===== src/rtl/axi_lite_loop_exdes.sv =====
// AXI4-Lite loopback example: generator -> monitor/scoreboard -> memoryless slave; optional SLV_READY_STALL_EN adds LFSR-gated slave READY/VALID.
// Write and read each take 3 cycles minimum; the generator keeps one transaction outstanding and holds each VALID until its handshake.
module axi_lite_loop_exdes #(
  parameter int          ADDR_W    = 32,
  parameter int          DATA_W    = 32,
  parameter int          NUM_TXN   = 8,
  parameter logic [31:0] BASE_ADDR = 32'h0000_1000,
  parameter logic [31:0] SEED      = 32'hA5A5_0000
) (
  input  logic       aclk,
  input  logic       reset,
  input  logic       start,
  output logic       busy,
  output logic       done,
  output logic       pass,
  output logic [7:0] wr_count,
  output logic [7:0] rd_count,
  output logic [7:0] err_count
);

  typedef enum logic [2:0] {S_IDLE, S_WR_ADDR, S_WR_RESP, S_RD_ADDR, S_RD_DATA, S_FINISH} state_t;

  localparam logic [7:0] LAST_IDX = 8'(NUM_TXN - 1);

  state_t            state_q, state_d;
  logic [7:0]        idx_q, idx_d;
  logic              aw_done_q, aw_done_d, w_done_q, w_done_d;

  logic              awvalid, awready, wvalid, wready, bvalid, bready;
  logic              arvalid, arready, rvalid, rready;
  logic [ADDR_W-1:0] awaddr, araddr, txn_addr, exp_awaddr;
  logic [DATA_W-1:0] wdata, rdata;
  logic [3:0]        wstrb;
  logic [1:0]        bresp, rresp;
  logic              aw_hs, w_hs, b_hs, ar_hs, r_hs, wr_acc;

  // ---------------- generator ----------------
  assign txn_addr = ADDR_W'(BASE_ADDR) + ADDR_W'({idx_q, 2'b00});
  assign awaddr   = txn_addr;
  assign araddr   = txn_addr;
  assign wdata    = DATA_W'(SEED) ^ DATA_W'(idx_q);
  assign wstrb    = 4'hF;
  assign awvalid  = (state_q == S_WR_ADDR) && !aw_done_q;
  assign wvalid   = (state_q == S_WR_ADDR) && !w_done_q;
  assign bready   = (state_q == S_WR_RESP);
  assign arvalid  = (state_q == S_RD_ADDR);
  assign rready   = (state_q == S_RD_DATA);

  assign aw_hs = awvalid && awready;
  assign w_hs  = wvalid && wready;
  assign b_hs  = bvalid && bready;
  assign ar_hs = arvalid && arready;
  assign r_hs  = rvalid && rready;

  always_ff @(posedge aclk) begin
    if (reset) begin
      state_q   <= S_IDLE;
      idx_q     <= 8'd0;
      aw_done_q <= 1'b0;
      w_done_q  <= 1'b0;
    end else begin
      state_q   <= state_d;
      idx_q     <= idx_d;
      aw_done_q <= aw_done_d;
      w_done_q  <= w_done_d;
    end
  end

  always_comb begin
    state_d   = state_q;
    idx_d     = idx_q;
    aw_done_d = aw_done_q;
    w_done_d  = w_done_q;
    case (state_q)
      S_IDLE: if (start) begin
        state_d   = S_WR_ADDR;
        idx_d     = 8'd0;
        aw_done_d = 1'b0;
        w_done_d  = 1'b0;
      end
      S_WR_ADDR: begin
        // AW and W may complete in different cycles; advance once both have.
        aw_done_d = aw_done_q || aw_hs;
        w_done_d  = w_done_q || w_hs;
        if (aw_done_d && w_done_d) begin
          state_d   = S_WR_RESP;
          aw_done_d = 1'b0;
          w_done_d  = 1'b0;
        end
      end
      S_WR_RESP: if (b_hs) begin
        if (idx_q == LAST_IDX) begin
          idx_d   = 8'd0;
          state_d = S_RD_ADDR;
        end else begin
          idx_d   = idx_q + 8'd1;
          state_d = S_WR_ADDR;
        end
      end
      S_RD_ADDR: if (ar_hs) state_d = S_RD_DATA;
      S_RD_DATA: if (r_hs) begin
        if (idx_q == LAST_IDX) begin
          state_d = S_FINISH;
        end else begin
          idx_d   = idx_q + 8'd1;
          state_d = S_RD_ADDR;
        end
      end
      S_FINISH: state_d = S_IDLE;
      default:  state_d = S_IDLE;
    endcase
  end

  // ---------------- slave ----------------
  logic        slv_gate;
  logic        wrdy_q, bvalid_q, wpend_q, arrdy_q, rvalid_q, rpend_q;
  logic [15:0] rd_addr_q;

`ifdef SLV_READY_STALL_EN
  logic [7:0] lfsr_q;
  always_ff @(posedge aclk) begin
    if (reset) lfsr_q <= 8'h01;
    else       lfsr_q <= {lfsr_q[6:0], lfsr_q[7] ^ lfsr_q[5] ^ lfsr_q[4] ^ lfsr_q[3]};
  end
  assign slv_gate = lfsr_q[0];
`else
  assign slv_gate = 1'b1;
`endif

  assign awready = wrdy_q;
  assign wready  = wrdy_q;
  assign wr_acc  = awvalid && wvalid && wrdy_q;
  assign bvalid  = bvalid_q;
  assign bresp   = 2'b00;
  assign arready = arrdy_q;
  assign rvalid  = rvalid_q;
  assign rresp   = 2'b00;
  assign rdata   = {rd_addr_q, ~rd_addr_q};

  always_ff @(posedge aclk) begin
    if (reset) begin
      wrdy_q    <= 1'b0;
      bvalid_q  <= 1'b0;
      wpend_q   <= 1'b0;
      arrdy_q   <= 1'b0;
      rvalid_q  <= 1'b0;
      rpend_q   <= 1'b0;
      rd_addr_q <= 16'd0;
    end else begin
      wrdy_q  <= awvalid && wvalid && !wrdy_q && !bvalid_q && !wpend_q && slv_gate;
      // A response whose gate slot was missed waits in the pend flag.
      wpend_q <= (wr_acc || wpend_q) && !slv_gate;
      if (b_hs)                                bvalid_q <= 1'b0;
      else if ((wr_acc || wpend_q) && slv_gate) bvalid_q <= 1'b1;

      arrdy_q <= arvalid && !arrdy_q && !rvalid_q && !rpend_q && slv_gate;
      rpend_q <= (ar_hs || rpend_q) && !slv_gate;
      if (ar_hs) rd_addr_q <= araddr[15:0];
      if (r_hs)                                rvalid_q <= 1'b0;
      else if ((ar_hs || rpend_q) && slv_gate) rvalid_q <= 1'b1;
    end
  end

  // ---------------- monitor / scoreboard ----------------
  logic [7:0]  sb_widx_q, wr_cnt_q, rd_cnt_q, err_q;
  logic [15:0] sb_raddr_q;
  logic        pass_q, pass_now, err_now;

  assign exp_awaddr = ADDR_W'(BASE_ADDR) + ADDR_W'({sb_widx_q, 2'b00});
  assign err_now = (b_hs && bresp != 2'b00)
                || (r_hs && (rresp != 2'b00 || rdata != {sb_raddr_q, ~sb_raddr_q}))
                || (aw_hs && awaddr != exp_awaddr);
  assign pass_now = (err_q == 8'd0) && (wr_cnt_q == 8'(NUM_TXN)) && (rd_cnt_q == 8'(NUM_TXN));

  always_ff @(posedge aclk) begin
    if (reset) begin
      sb_widx_q  <= 8'd0;
      sb_raddr_q <= 16'd0;
      wr_cnt_q   <= 8'd0;
      rd_cnt_q   <= 8'd0;
      err_q      <= 8'd0;
      pass_q     <= 1'b0;
    end else if (state_q == S_IDLE && start) begin
      sb_widx_q <= 8'd0;
      wr_cnt_q  <= 8'd0;
      rd_cnt_q  <= 8'd0;
      err_q     <= 8'd0;
      pass_q    <= 1'b0;
    end else begin
      if (aw_hs) sb_widx_q <= sb_widx_q + 8'd1;
      if (ar_hs) sb_raddr_q <= araddr[15:0];
      if (b_hs)  wr_cnt_q <= wr_cnt_q + 8'd1;
      if (r_hs)  rd_cnt_q <= rd_cnt_q + 8'd1;
      if (err_now && err_q != 8'hFF) err_q <= err_q + 8'd1;
      if (state_q == S_FINISH) pass_q <= pass_now;
    end
  end

  assign busy      = (state_q != S_IDLE) && (state_q != S_FINISH);
  assign done      = (state_q == S_FINISH);
  assign pass      = (state_q == S_FINISH) ? pass_now : pass_q;
  assign wr_count  = wr_cnt_q;
  assign rd_count  = rd_cnt_q;
  assign err_count = err_q;

  // Write payload is discarded by the slave and only araddr[15:0] feeds the pattern.
  logic unused_ok;
  assign unused_ok = ^{wdata, wstrb, araddr};

endmodule


===== config.mk =====
export PLATFORM = sky130hd
export DESIGN_NAME = axi_lite_loop_exdes
export DESIGN_NICKNAME = d
export VERILOG_FILES = /design/src/rtl/axi_lite_loop_exdes.sv
export SDC_FILE = /design/constraint.sdc
export NUM_CORES = 1
export LEC_CHECK = 0
export CORE_MARGIN = 2
export CORE_UTILIZATION = 62
export CTS_CLUSTER_SIZE = 12
export DETAILED_ROUTE_END_ITERATION = 7
export HOLD_SLACK_MARGIN = 0.06
export PLACE_DENSITY = 0.83
export REMOVE_ABC_BUFFERS = 1
export SLEW_MARGIN = 0
export SYNTH_ARGS = -nofsm -noshare
export SYNTH_HDL_FRONTEND = slang
export SYNTH_SLANG_ARGS = --single-unit

===== constraint.sdc =====
create_clock -name aclk -period 5.66 [get_ports aclk]
set_clock_uncertainty 0.15 [all_clocks]
set_input_delay 0.566 -clock aclk [delete_from_list [all_inputs] [get_ports aclk]]
set_output_delay 0.566 -clock aclk [all_outputs]
set_load 0.02 [all_outputs]

==> results of run 1 <==
-- worst max path at each step --
stage          depth (start not counted)     endpoint          from
2_1_floorplan                          5  wr_count[5]    state_q[0]
6_report                               7         pass  err_count[0]
3_5_place_dp                           7         pass  err_count[0]
3_3_place_gp                           7         pass  err_count[0]
4_1_cts                                7         pass  err_count[0]
5_1_grt                                7         pass  err_count[0]
-- per-stage QoR --
step           std cells  util, %  total power, mW
6_report             500     75.0             1.02
4_1_cts              500     75.0             1.03
3_3_place_gp         484     70.9            0.591
5_1_grt              500     75.0             1.06
3_5_place_dp         484     70.9            0.594
2_1_floorplan        383        -            0.568
-- state kept, by name, indices dropped and copies added, names as in the netlist, 3 cells and up --
name	flops
idx_q	8
rd_count	8
sb_raddr_q	9
sb_widx_q	8
wr_count	8
err_count	8
state_q	3
rd_addr_q	9
-- cells in the final DEF, fill, tap and decap left out, types with 3 or more instances in the layout --
cell / instances
dfxtp_1: 68
nand2_1: 54
nor2_1: 45
a21oi_1: 31
clkdlybuf4s50_1: 29
xnor2_1: 25
nand3_1: 15
xor2_1: 15
nand4_1: 14
inv_1: 12
nor3_1: 11
and3_1: 9
clkbuf_8: 9
ha_1: 8
mux2i_1: 7
nand2b_1: 6
or3_1: 5
o21ai_0: 5
or4_1: 4
o31ai_1: 4
nor4_1: 3
nor4b_1: 3
o211ai_1: 3
o22ai_1: 3
-- final cells by class --
type | count | area [µm²]
tap | 70 | 87.6
multi-input combinational | 303 | 1870
timing repair buffer | 31 | 305
fill | 396 | 1290
clock inverter | 6 | 87.6
inverter | 12 | 45.0
clock buffer | 10 | 128
sequential | 68 | 1360
-- where the power goes --
| group | switching (mW) | internal (mW) | leakage [nW] |
|---|---|---|---|
| logic | 0.0523 | 0.0325 | 0.704 |
| clock network | 0.187 | 0.249 | 0.111 |
| registers | 0.0152 | 0.484 | 0.548 |
-- tightest hold or removal path: cells and delay by family (launching register included) --
family	cells	cell delay (ns)
compound gates	1	0.05
flops	1	0.32
simple gates	1	0.05
-- logic make-up (layout without fill, tap and decap cells) --
group	after synthesis	in the layout	synth area share, %
buffers and inverters	31	59	3.91
AOI/OAI and AO/OA	65	65	12.9
muxes	8	8	2.42
DFF	68	68	40.5
and+or+nand+nor	182	182	26.8
xor gates and xnor gates	40	40	10.4
adders and majority gates	8	8	2.98
-- cell usage after synthesis (4+ instances only) --
library cell	count	area share, %
nor3_1	11	1.6
a21oi_1	31	4.6
dfxtp_1	68	41
xnor2_1	25	6.5
ha_1	8	3.0
and3_1	9	1.7
nor2_1	45	5.0
or4_1	4	0.89
or3_1	5	0.93
clkbuf_1	14	1.6
xor2_1	15	3.9
o31ai_1	4	0.89
mux2i_1	7	2.1
nand2_1	54	6.0
nand4_1	14	2.6
o21ai_0	5	0.75
inv_1	12	1.3
nand3_1	15	2.2
nand2b_1	6	1.1
-- layer usage --
| layer | vias to the layer above | track usage, % | routed length, µm |
|---|---|---|---|
| met5 | - | 0 | 0 |
| met4 | 0 | 9.11 | 84 |
| met3 | 8 | 5.58 | 328 |
| met2 | 82 | 41.6 | 3440 |
| met1 | 1365 | 31.4 | 3260 |
| li1 | 1445 | - | - |
==> results.ini, run 1 <==
[timing]
tightest_slew_ns=1.07
final.min_clock_period_ns=3.03
setup_slack_ns=2.63
relSlewSlack_pct=28.8
report.final.setup_viol=0
final.setup.tns_ns=0
max_freq_mhz=330
timing_max_transition_violations_final=0
post-route-period-util_pct=53.5
hold_ws_ns=0.316
grt_setup_unrepaired=no
hold_viol_final=0

[cells_and_area]
final_design_area_no_fill_mm2=0.00388
layout-drive-gt1-share_pct=5.58
final_nets=436
area_growth_syn_to_layout_pct=15.5
diodes=0

[clock_network]
postCtsSetupRepairBufs=0
postCtsHoldBufs=0
cts.sink_count=68
htree_num_levels=3
cts_repair_resize_count=0
cts.clk_slew.worst_paths_ns=0.07
clock_path_buffers=2
clock_insertion_delay_worst_skew_ns=0.33
cts_root_buffer=clkbuf_8
cts_tree=built
number_of_buffers_inserted_during_clock_tree_synthesis=9

[placement]
hpwl_reported_at_the_end_of_detailed_placement_um=4870
gp_congestion=0.842
place_worst_setup_slack_ns=2.98
dpl_cell_area_mm2=0.00366
io_buffer_count=29

[setup_path]
cp_slowest_cell=clkdlybuf4s50_1
rr_endpoint=idx_q[2]
critPathArrivalTime_ns=2.31
cell_by_cell_trace_of_the_critical_path=inv_1 > ha_1 > nor4b_1 > nand4_1 > nor3_1 > a21o_1 > clkdlybuf4s50_1
critical_path_data_required_time_ns=4.94
combined_buffer_and_inverter_count_along_the_critical_path=2
worst_setup_path_start_kind=register
worstReg2RegStart=state_q[2]
cpLargestDelayFamily=buffers and inverters
reg2regPathDepth=5
timing.reg2reg.setup_slack_ns=3.30
timing.critical_path.to_type=output pin
crit_path_max_fanout=6
critPathMaxStageDelay_ns=0.60
ws_path_type=register to output pin

[route]
via_count=2900
antenna_violating_nets_post_route=0
detail_route.wirelength_um=7110
drt-wirelength-per-cell_um=14.2
detailedRoute.firstPassIterationCount=4
post_route_drc_violation_count=0
via_count_normalized_by_instance_count=5.80
drtIter0Drc=133

[logic_synthesis]
avgSynthCellArea_um2=8.35
postSynth.asyncResetShare_pct=0
postSynth.topFlopCell=dfxtp_1
post_synth_inst_count=402
synthesis.yosys.warnings=0
synth_edf_count=0
yosys_register_bits=68
post_synth_instance_area_mm2=0.00336
synthDistinctLibCells=50
synth_sequential_area_ratio_pct=40.5

[floorplan]
ioPinCount=30
dieWidth_um=77.6
start_util_pct=64.9
rows=26
die-area_mm2=0.00602
chipHeight_um=77.6
core_region_area_mm2=0.00517

[pwr]
reported_leakage_power_nw=1.36
irDropWorstVdd_mv=0.174
power.density_cell_area_mw_per_mm2=263

[global_routing]
grt_pass1_vias=2689
grt_pass1_wl_um=12100
maximum_number_of_pins_on_one_net_before_global_route_repair=32
grt_overflow_total=0
antenna_found_initial=0
grt.total_usage_pct=24.9

[status]
run_status=finished clean

[min_path]
min_path_cells=2
hold_path.class=register to register
timing.hold.worst_endpoint=rd_addr_q[6]
min_from=rd_addr_q[6]

[flow_run]
max-cap-violations=0

Note: power is estimated with default switching activity, not from simulation.
==> inputs of run 2 (changes only) <==
--- a/config.mk
+++ b/config.mk
@@ -6,11 +6,11 @@
 export NUM_CORES = 1
 export LEC_CHECK = 0
 export CORE_MARGIN = 2
-export CORE_UTILIZATION = 62
+export CORE_UTILIZATION = 57
 export CTS_CLUSTER_SIZE = 12
 export DETAILED_ROUTE_END_ITERATION = 7
 export HOLD_SLACK_MARGIN = 0.06
-export PLACE_DENSITY = 0.83
+export PLACE_DENSITY = 0.77
 export REMOVE_ABC_BUFFERS = 1
 export SLEW_MARGIN = 0
 export SYNTH_ARGS = -nofsm -noshare
==> constraint.sdc (replaced) <==
create_clock -name aclk -period 2.9 [get_ports aclk]
set_clock_uncertainty 0.15 [all_clocks]
set_input_delay 0.29 -clock aclk [delete_from_list [all_inputs] [get_ports aclk]]
set_output_delay 0.29 -clock aclk [all_outputs]
set_load 0.02 [all_outputs]
==> results.ini, run 2 (synthesized netlist as in run 1, its figures left out) <==
[status]
run_status=finished clean

[setup_path]
timing.reg2reg.setup_slack_ns=0.54
reg2regPathDepth=5
critPathArrivalTime_ns=2.31
rr_endpoint=idx_q[2]
ws_path_type=register to output pin
worst_setup_path_start_kind=register
worst_setup_path_start=err_count[0]
crit_path_max_fanout=6
timing.critical_path.to_type=output pin
worstReg2RegStart=state_q[2]
critical_path_data_required_time_ns=2.46

[cells_and_area]
layout.cells.most_common=dfxtp_1
fillers=491
diodes=0
final_nets=440
layout-drive-gt1-share_pct=5.76
layout_top_registers=rd_addr_q (9), sb_raddr_q (9)
mostFrequentLayoutCells=68 x dfxtp_1, 54 x nand2_1, 45 x nor2_1
area_growth_syn_to_layout_pct=14.9
fin_cells=506

[timing]
max_freq_mhz=364
hold_ws_ns=0.316
hold_viol_final=0
tightest_slew_ns=0.684
report.final.setup_viol=0
post-route-period-util_pct=94.8
setup_slack_ns=0.149
grt_setup_unrepaired=no
final.min_clock_period_ns=2.75
timing_max_transition_violations_final=0
final.setup.tns_ns=0
relSlewSlack_pct=54.3

[min_path]
min_path_cells=2
hold_path.class=register to register
timing.hold.worst_endpoint=rd_addr_q[5]
min_from=rd_addr_q[5]

[placement]
placed_cells=490
gp_congestion=0.853
hpwl_reported_at_the_end_of_detailed_placement_um=5060
io_buffer_count=29
place_worst_setup_slack_ns=0.496

[floorplan]
ioPinCount=30
die-area_mm2=0.00652
dieWidth_um=80.8
start_util_pct=59.9
chipHeight_um=80.8
core_region_area_mm2=0.00561
rows=27

[clock_network]
cts.clk_slew.worst_paths_ns=0.07
cts.sink_count=68
cts_root_buffer=clkbuf_8
cts_repair_resize_count=0
clock_path_buffers=2
postCtsHoldBufs=0
number_of_buffers_inserted_during_clock_tree_synthesis=9
htree_num_levels=3
cts_tree=built
clock_insertion_delay_worst_skew_ns=0.34
postCtsSetupRepairBufs=0

[pwr]
reported_leakage_power_nw=1.35
power.density_cell_area_mw_per_mm2=469
design_power_total_mw=1.81
irDropWorstVdd_mv=0.302

[global_routing]
antenna_found_initial=0
maximum_number_of_pins_on_one_net_before_global_route_repair=25
grt_pass1_vias=2654
grt_pass1_wl_um=12100
grt_overflow_total=0
grt.total_usage_pct=23.9

[route]
post_route_drc_violation_count=0
drtIter0Drc=156
via_count=2873
antenna_violating_nets_post_route=0
detail_route.wirelength_um=7090
drt-wirelength-per-cell_um=14.0
via_count_normalized_by_instance_count=5.68
detailedRoute.firstPassIterationCount=4

[flow_run]
max-cap-violations=0

-- run 2: cell types whose count changed in the layout (fill, tap and decap cells not counted), sizes merged --
cell    change
clkbuf      +4
inv         -1
buf         +4
bufinv      -2
clkinv      -1
-- run 2: area by class of cell --
| cell class | instances | area [µm²] | area share [%] |
|---|---|---|---|
| repair buffers | 35 | 335 | 8.69 |
| flip-flops and latches | 68 | 1360 | 35.3 |
| clock inverters | 2 | 10.0 | 0.259 |
| clock buffers | 14 | 153 | 3.95 |
| inverters | 12 | 45.0 | 1.17 |
| well taps | 72 | 90.1 | 2.33 |
| multi-input cells | 303 | 1870 | 48.3 |
-- run 2: how the worst max path moves through the flow --
stage,endpoint,slack (ns),depth (start not counted)
3_5_place_dp,pass,0.50,7
4_1_cts,pass,0.1,7
6_report,pass,0.15,7
3_3_place_gp,pass,0.51,7
2_1_floorplan,wr_count[5],0.74,5
5_1_grt,pass,0.009,7
-- run 2: power by group --
part,internal [mW],switching [mW]
sequential,0.945,0.0313
clock,0.332,0.329
combinational,0.0689,0.103
total,1.35,0.463
-- run 2: per-layer routing --
metal | up-vias | wire length (µm) | global-route usage (%)
met4 | 0 | 122 | 11.2
met2 | 63 | 3380 | 38.8
met5 | - | 0 | 0
met1 | 1333 | 3330 | 30.6
met3 | 10 | 262 | 4.78
li1 | 1467 | - | -
-- run 2: through the flow --
stage          area (µm²)  utilization (%)
2_1_floorplan        3270                -
3_3_place_gp         3700             65.9
3_5_place_dp         3700             65.9
4_1_cts              3860             68.8
5_1_grt              3860             68.8
6_report             3860             68.8
-- run 2: critical path, cell delays in order (launching register included) --
cell	delay (ns)
dfxtp_1	0.35
inv_1	0.09
ha_1	0.14
nor4b_1	0.35
nand4_1	0.17
nor3_1	0.15
a21o_1	0.12
clkdlybuf4s50_1	0.60
==> inputs of run 3 (changes only) <==
--- a/config.mk
+++ b/config.mk
@@ -5,6 +5,8 @@
 export SDC_FILE = /design/constraint.sdc
 export NUM_CORES = 1
 export LEC_CHECK = 0
+export ABC_CLOCK_PERIOD_IN_PS = 2900
+export CORE_ASPECT_RATIO = 2
 export CORE_MARGIN = 2
 export CORE_UTILIZATION = 57
 export CTS_CLUSTER_SIZE = 12
==> results.ini, run 3 (synthesized netlist as in run 1, its figures left out) <==
[timing]
final.setup.tns_ns=0
timing_max_transition_violations_final=0
grt_setup_unrepaired=no
report.final.setup_viol=0
tightest_slew_ns=1.12
setup_slack_ns=0.283
max_freq_mhz=382
relSlewSlack_pct=25.6
hold_viol_final=0
final.min_clock_period_ns=2.62
post-route-period-util_pct=90.2

[setup_path]
cpLargestDelayFamily=buffers and inverters
combined_buffer_and_inverter_count_along_the_critical_path=2
worstReg2RegStart=state_q[2]
critPathMaxStageDelay_ns=0.60
cp_slowest_cell=clkdlybuf4s50_1
reg2regPathDepth=5
critPathArrivalTime_ns=2.18
critical_path_data_required_time_ns=2.46
worst_setup_path_start=err_count[0]
ws_path_type=register to output pin
timing.critical_path.to_type=output pin
critical_path_depth=7
crit_path_max_fanout=6
cell_by_cell_trace_of_the_critical_path=inv_1 > ha_1 > nor4b_2 > nand4_1 > nor3_1 > a21o_1 > clkdlybuf4s50_1
worst_setup_path_start_kind=register

[clock_network]
htree_num_levels=3
clock_path_buffers=2
cts.clk_slew.worst_paths_ns=0.05
cts.sink_count=68
cts_root_buffer=clkbuf_16
postCtsSetupRepairBufs=0
clock_insertion_delay_worst_skew_ns=0.33
postCtsHoldBufs=0
cts_repair_resize_count=0
cts_tree=built
number_of_buffers_inserted_during_clock_tree_synthesis=9

[status]
run_status=finished clean

[placement]
hpwl_reported_at_the_end_of_detailed_placement_um=5370
io_buffer_count=29
placed_cells=477
gp_congestion=0.887
place_worst_setup_slack_ns=0.484

[floorplan]
core_region_area_mm2=0.00571
chipHeight_um=113
start_util_pct=58.8
ioPinCount=30
die-area_mm2=0.00656
dieWidth_um=58.3
rows=39

[route]
drt-wirelength-per-cell_um=14.9
detailroute.wirelength.met3_um=214
detailedRoute.firstPassIterationCount=4
routed.top_layer=met4
post_route_drc_violation_count=0
antenna_violating_nets_post_route=0
via_count_normalized_by_instance_count=5.87
detail_route.wirelength_um=7350
met1Wirelength_um=2820
detailroute.wirelength.met2_um=4110
via_count=2893
drtIter0Drc=136

[cells_and_area]
seqCellArea_mm2=0.00136
diodes=0
fin_cells=493
layout_top_registers=rd_addr_q (9), sb_raddr_q (9)
area_growth_syn_to_layout_pct=17.5
mostFrequentLayoutCells=67 x dfxtp_1, 54 x nand2_1, 45 x nor2_1
fillers=491
multi_input_area_mm2=0.00187
final_nets=438
layout-drive-gt1-share_pct=6.25
layout.cells.most_common=dfxtp_1

[global_routing]
grt_pass1_vias=2797
antenna_found_initial=0
grt_overflow_total=0
maximum_number_of_pins_on_one_net_before_global_route_repair=29
grt_pass1_wl_um=12300
grt.total_usage_pct=24.5

[flow_run]
max-cap-violations=0

[min_path]
hold_path.class=register to register
min_from=rd_addr_q[5]
min_path_cells=2

[pwr]
power.density_cell_area_mw_per_mm2=540
reported_leakage_power_nw=1.39
irDropWorstVdd_mv=0.561

[run 3: final timing paths]
check | end | slack, ns
hold / removal | rd_addr_q[5] | 0.32
hold reg to reg | rd_addr_q[5] | 0.32
setup / recovery | pass | 0.28
setup reg to reg | idx_q[2] | 0.58
[run 3: layout make-up]
type                       instances  share of cell area, %
multi-input combinational        303                   47.4
sequential                        68                   34.5
timing repair buffer              33                   8.11
clock buffer                      12                   6.24
tap                               61                   1.93
inverter                          12                   1.14
clock inverter                     4                  0.634
[run 3: power breakdown]
part | internal, mW | switching [mW] | leakage (nW)
combinational | 0.0651 | 0.102 | 0.717
sequential | 0.947 | 0.0300 | 0.548
clock | 0.598 | 0.391 | 0.129
total | 1.61 | 0.523 | 1.39
[run 3: per-layer routing]
metal | vias to the layer above | global-route usage, %
met3 | 17 | 7.03
met5 | - | 0
met1 | 1367 | 24.6
li1 | 1450 | -
met2 | 59 | 43.4
met4 | 0 | 13.2
[run 3: stage by stage]
| stage | instance area, µm² | power, mW | hold slack, ns | utilization [%] |
|---|---|---|---|---|
| after floorplan | 3270 | 1.11 | 0.209 | - |
| after global placement | 3670 | 1.16 | 0.305 | 64.3 |
| after detailed placement | 3670 | 1.16 | 0.309 | 64.3 |
| after CTS | 3940 | 2.15 | 0.317 | 69.0 |
| after global routing | 3950 | 2.21 | 0.338 | 69.1 |
| final | 3950 | 2.13 | 0.317 | 69.1 |
[run 3: worst min-delay path, delay by kind of cell, from the launching register on]
kind             cells  cell delay (ns)
AO/OA/AOI/OAI        1             0.05
AND/OR/NAND/NOR      1             0.05
flip-flops           1             0.31
